`config.mk`:
```
export PLATFORM = sky130hd
export DESIGN_NAME = risc_spm_control_unit
export DESIGN_NICKNAME = d
export VERILOG_FILES = /design/src/rtl/risc_spm_control_unit.sv
export SDC_FILE = /design/constraint.sdc
export NUM_CORES = 1
export LEC_CHECK = 0
export BUFFER_PORTS_ARGS = -buffer_cell sky130_fd_sc_hd__buf_2
export CAP_MARGIN = 20
export CORE_AREA = 2 2 39 41
export CTS_CLUSTER_SIZE = 28
export DETAILED_ROUTE_END_ITERATION = 12
export DIE_AREA = 0 0 41 43
export GPL_ROUTABILITY_DRIVEN = 0
export PLACE_DENSITY = 0.75
export SLEW_MARGIN = 20
export SYNTH_ARGS = -nofsm -noshare
export SYNTH_HDL_FRONTEND = slang
export SYNTH_SLANG_ARGS = --single-unit
```
`constraint.sdc`:
```
create_clock -name clk -period 1.32 [get_ports clk]
set_clock_uncertainty 0.05 [all_clocks]
set_input_delay 0 -clock clk [delete_from_list [all_inputs] [get_ports clk]]
set_output_delay 0 -clock clk [all_outputs]
set_load 0.005 [all_outputs]
```
`src/rtl/risc_spm_control_unit.sv`:
```
// Control unit for the RISC_SPM processor.
// A single state register sequences fetch, decode and execute. All strobes
// and mux selects are decoded combinationally from the current state, the
// instruction register contents and the zero flag.
module risc_spm_control_unit (
  input  logic       clk,
  input  logic       rst,
  input  logic [7:0] instruction,
  input  logic       zero,
  output logic       load_r0,
  output logic       load_r1,
  output logic       load_r2,
  output logic       load_r3,
  output logic       load_pc,
  output logic       inc_pc,
  output logic [2:0] sel_bus_1_mux,
  output logic [1:0] sel_bus_2_mux,
  output logic       load_ir,
  output logic       load_add_r,
  output logic       load_reg_y,
  output logic       load_reg_z,
  output logic       write,
  output logic       halted
);

  typedef enum logic [3:0] {
    S_IDLE, S_FET1, S_FET2, S_DEC, S_EX1, S_RD1, S_RD2,
    S_WR1, S_WR2, S_BR1, S_BR2, S_HALT
  } state_t;

  localparam logic [3:0] OP_NOP = 4'd0;
  localparam logic [3:0] OP_ADD = 4'd1;
  localparam logic [3:0] OP_SUB = 4'd2;
  localparam logic [3:0] OP_AND = 4'd3;
  localparam logic [3:0] OP_NOT = 4'd4;
  localparam logic [3:0] OP_RD  = 4'd5;
  localparam logic [3:0] OP_WR  = 4'd6;
  localparam logic [3:0] OP_BR  = 4'd7;
  localparam logic [3:0] OP_BRZ = 4'd8;

  localparam logic [2:0] SEL1_PC   = 3'd4;
  localparam logic [1:0] SEL2_ALU  = 2'd0;
  localparam logic [1:0] SEL2_BUS1 = 2'd1;
  localparam logic [1:0] SEL2_MEM  = 2'd2;

  state_t     state;
  state_t     next;
  logic [3:0] opcode;
  logic [1:0] src;
  logic [1:0] dest;
  logic [3:0] load_r;

  assign opcode  = instruction[7:4];
  assign src     = instruction[3:2];
  assign dest    = instruction[1:0];
  assign load_r0 = load_r[0];
  assign load_r1 = load_r[1];
  assign load_r2 = load_r[2];
  assign load_r3 = load_r[3];

  // State register; reset forces S_IDLE immediately.
  always_ff @(posedge clk or posedge rst) begin
    if (rst) state <= S_IDLE;
    else     state <= next;
  end

  // Next-state and output decode; every output defaults to 0.
  always_comb begin
    next          = state;
    load_r        = 4'b0000;
    load_pc       = 1'b0;
    inc_pc        = 1'b0;
    sel_bus_1_mux = 3'd0;
    sel_bus_2_mux = SEL2_ALU;
    load_ir       = 1'b0;
    load_add_r    = 1'b0;
    load_reg_y    = 1'b0;
    load_reg_z    = 1'b0;
    write         = 1'b0;
    halted        = 1'b0;
    case (state)
      S_IDLE: next = S_FET1;
      S_FET1: begin
        sel_bus_1_mux = SEL1_PC;
        sel_bus_2_mux = SEL2_BUS1;
        load_add_r    = 1'b1;
        next          = S_FET2;
      end
      S_FET2: begin
        sel_bus_2_mux = SEL2_MEM;
        load_ir       = 1'b1;
        inc_pc        = 1'b1;
        next          = S_DEC;
      end
      S_DEC: begin
        case (opcode)
          OP_NOP: next = S_FET1;
          OP_ADD, OP_SUB, OP_AND: begin
            sel_bus_1_mux = {1'b0, src};
            sel_bus_2_mux = SEL2_BUS1;
            load_reg_y    = 1'b1;
            next          = S_EX1;
          end
          OP_NOT: begin
            sel_bus_1_mux = {1'b0, src};
            sel_bus_2_mux = SEL2_ALU;
            load_reg_z    = 1'b1;
            load_r        = 4'b0001 << dest;
            next          = S_FET1;
          end
          OP_RD, OP_WR, OP_BR: begin
            sel_bus_1_mux = SEL1_PC;
            sel_bus_2_mux = SEL2_BUS1;
            load_add_r    = 1'b1;
            if (opcode == OP_RD)      next = S_RD1;
            else if (opcode == OP_WR) next = S_WR1;
            else                      next = S_BR1;
          end
          OP_BRZ: begin
            if (zero) begin
              sel_bus_1_mux = SEL1_PC;
              sel_bus_2_mux = SEL2_BUS1;
              load_add_r    = 1'b1;
              next          = S_BR1;
            end else begin
              // Not taken: step the PC past the branch address byte.
              inc_pc = 1'b1;
              next   = S_FET1;
            end
          end
          default: next = S_HALT;
        endcase
      end
      S_EX1: begin
        sel_bus_1_mux = {1'b0, dest};
        sel_bus_2_mux = SEL2_ALU;
        load_reg_z    = 1'b1;
        load_r        = 4'b0001 << dest;
        next          = S_FET1;
      end
      S_RD1, S_WR1: begin
        sel_bus_2_mux = SEL2_MEM;
        load_add_r    = 1'b1;
        inc_pc        = 1'b1;
        next          = (state == S_RD1) ? S_RD2 : S_WR2;
      end
      S_RD2: begin
        sel_bus_2_mux = SEL2_MEM;
        load_r        = 4'b0001 << dest;
        next          = S_FET1;
      end
      S_WR2: begin
        sel_bus_1_mux = {1'b0, src};
        write         = 1'b1;
        next          = S_FET1;
      end
      S_BR1: begin
        sel_bus_2_mux = SEL2_MEM;
        load_add_r    = 1'b1;
        next          = S_BR2;
      end
      S_BR2: begin
        sel_bus_2_mux = SEL2_MEM;
        load_pc       = 1'b1;
        next          = S_FET1;
      end
      S_HALT: begin
        halted = 1'b1;
        next   = S_HALT;
      end
      default: next = S_IDLE;
    endcase
  end

endmodule

```
==> results.cfg <==
[outcome]
status = complete, but fails checks
violations = negative setup slack

[critical_path]
crit_arrival_ns = 1.37
r2r_cells = 5
r2r_end = state[2]
end_kind = primary output
r2r_setup_slack_ns = -0.07
crit_path_start_kind = register
regToRegStartpoint = state[2]
critPathKind = reg2out
path_max_fanout = 4
required_ns = 1.27

[cts]
clkTransAtPathRegs_ns = 0.03
root_buffer = clkbuf_4
clock-sinks = 4
cts-buffers-inserted = 3
clk_latency_ns = 0.23
htree_levels = 1
clockBufferDepth = 2
cts_tree = built

[hold_path]
hold_class = in2async

[synthesis]
syn_avg_cell_area_um2 = 7.054
ys_seq_elements = 4
synth_warnings = 0
synth-async-reset-ratio_pct = 100.0
seq_area_frac_synth_pct = 17.74
syn-instance-count = 80
synth_top_area_cell = dfrtp_1
synth_fp_nets = 91
synth_edf_count = 0
syn_area_um2 = 564.3
yosysTopAreaCellShare_pct = 17.74
synth-main-ff-cell = dfrtp_1
synth_cell_types = 32
netlist_top_cells_area = dfrtp_1 18%, nor2_1 6.7%, a22o_1 6.2%, nor2b_1 5.5%, nand2_1 4.7%

[routing]
dr.pass1.iters = 4
wirelength_um = 1901
wl_per_cell_um = 13.68
viasPerCell = 5.719
drtAntennaViolNets = 0
drt_iter0_drc = 29
vias = 795
drc = 0

[timing]
hold_viol = 0
post-route-period-util_pct = 107.7
relSlewSlack_pct = 70.86
rsz0062_at_grt = true
fin_crit_ns = 1.422
fmax_ghz = 0.7032
finalSetupViolations = 12
tightestPinTransition_ns = 0.4362
slew_violations = 0
layout_setup_ws_ns = -0.1022

[placement]
dp_hpwl_um = 1224
post-place-cells = 126
port_buffers = 27

[flow_run]
maxCapViolCount = 0

[layout]
antennaDiodeCount = 0
fillers = 122
syn2layout_area_growth_pct = 68.96
largestRegisters = state: 4 flops
multi_input_area_um2 = 509.2
fin_nets = 136
layout_common_cells = 27 x buf_2, 12 x buf_4, 6 x nor2_1
seqCellArea_um2 = 102.6
largest_reg_flops = 4
largest-register = state
final_layout_size_suffix_gt1_share_pct = 54.47
fin_cells = 139
utilization_pct = 68.90
layout_commonest_cell = buf_2

[die]
rows = 14
coreArea_um2 = 1384
die_y_um = 43
num_io_pins = 28
die_w_um = 41
start_util_pct = 40.78
fp.dieArea_um2 = 1763

[pwr]
power.leakage_uw = 0.0004707
p_per_area_nw_per_um2 = 2030
irDropWorstVdd_mv = 0.9524

[global_routing]
grt_overflow = 0
antenna_found_initial = 0
grt_max_degree = 13
grt_pass1_wl_um = 2801
grt_usage_pct = 22.98
grt_pass1_vias = 666
==> stage by stage <==
step	instance area [µm²]	setup TNS [ns]	total power [µW]	setup WS (ns)	hold WS, ns
floorplan	564.3	0	876.1	0.2198	-0.2839
detailed placement	742.0	-0.003939	1260	-0.003939	-0.1674
finish	953.4	-0.7759	1935	-0.1022	0.1388
CTS	882.1	-0.6987	1697	-0.1027	0.1328
global route	953.4	-1.558	2069	-0.1584	0.1782
global placement	742.0	0	1244	0.06413	-0.1694
==> Yosys cell counts (4+ instances only) <==
cell / n
nor2_1: 10
nand2_1: 7
nor2b_1: 5
o21ai_0: 5
a22o_1: 4
dfrtp_1: 4
nand2b_1: 4
nor3_1: 4
==> routing by layer <==
metal | vias up | global-route usage (%) | routed length (µm)
li1 | 383 | - | -
met1 | 363 | 28.34 | 726
met2 | 44 | 36.88 | 1014
met3 | 5 | 3.141 | 122
met4 | 0 | 11.33 | 38
met5 | - | 0 | 0
==> worst max path at each step <==
stage | from | end | slack, ns | depth (start not counted)
3_3_place_gp | state[2] | sel_bus_1_mux[1] | 0.06 | 5
5_1_grt | state[2] | sel_bus_1_mux[1] | -0.16 | 5
4_1_cts | state[0] | load_r3 | -0.10 | 4
2_1_floorplan | state[2] | sel_bus_1_mux[1] | 0.22 | 4
3_5_place_dp | state[2] | sel_bus_1_mux[1] | -0.004 | 5
6_report | state[0] | load_r3 | -0.10 | 4
==> kinds of logic after synthesis <==
logic type | count (synthesis) | share of synthesized area (%)
AOI/OAI and AO/OA | 24 | 29.93
xor gates and xnor gates | 1 | 1.552
buffers and inverters | 7 | 7.982
DFF | 4 | 17.74
and+or+nand+nor | 44 | 42.80
==> final cells by class <==
class	count	area share [%]
timing repair buffer	45	30.58
sequential	4	10.76
inverter	2	0.7874
clock buffer	3	2.362
multi-input combinational	69	53.41
tap	16	2.100
==> timing repair <==
item                                    in CTS  in global routing
hold endpoints to repair                     4                  0
pin swaps                                   11                 10
buffers inserted                             7                  2
gates resized for setup                     18                 14
endpoints found under the setup margin      13                 19
hold buffers                                 1                  0
==> worst max-delay path: stages (launching register included) <==
cell,delay (ns)
dfrtp_1,0.38
and3b_2,0.24
a32o_2,0.26
and3_1,0.14
buf_2,0.12
==> power by group <==
group	switching (µW)	leakage, µW	internal (µW)
registers	67.2	0.0000464	183
logic	753	0.000411	788
clock network	42.9	0.0000138	101
total	863	0.000471	1070
Note: power is estimated with default switching activity, not from simulation.
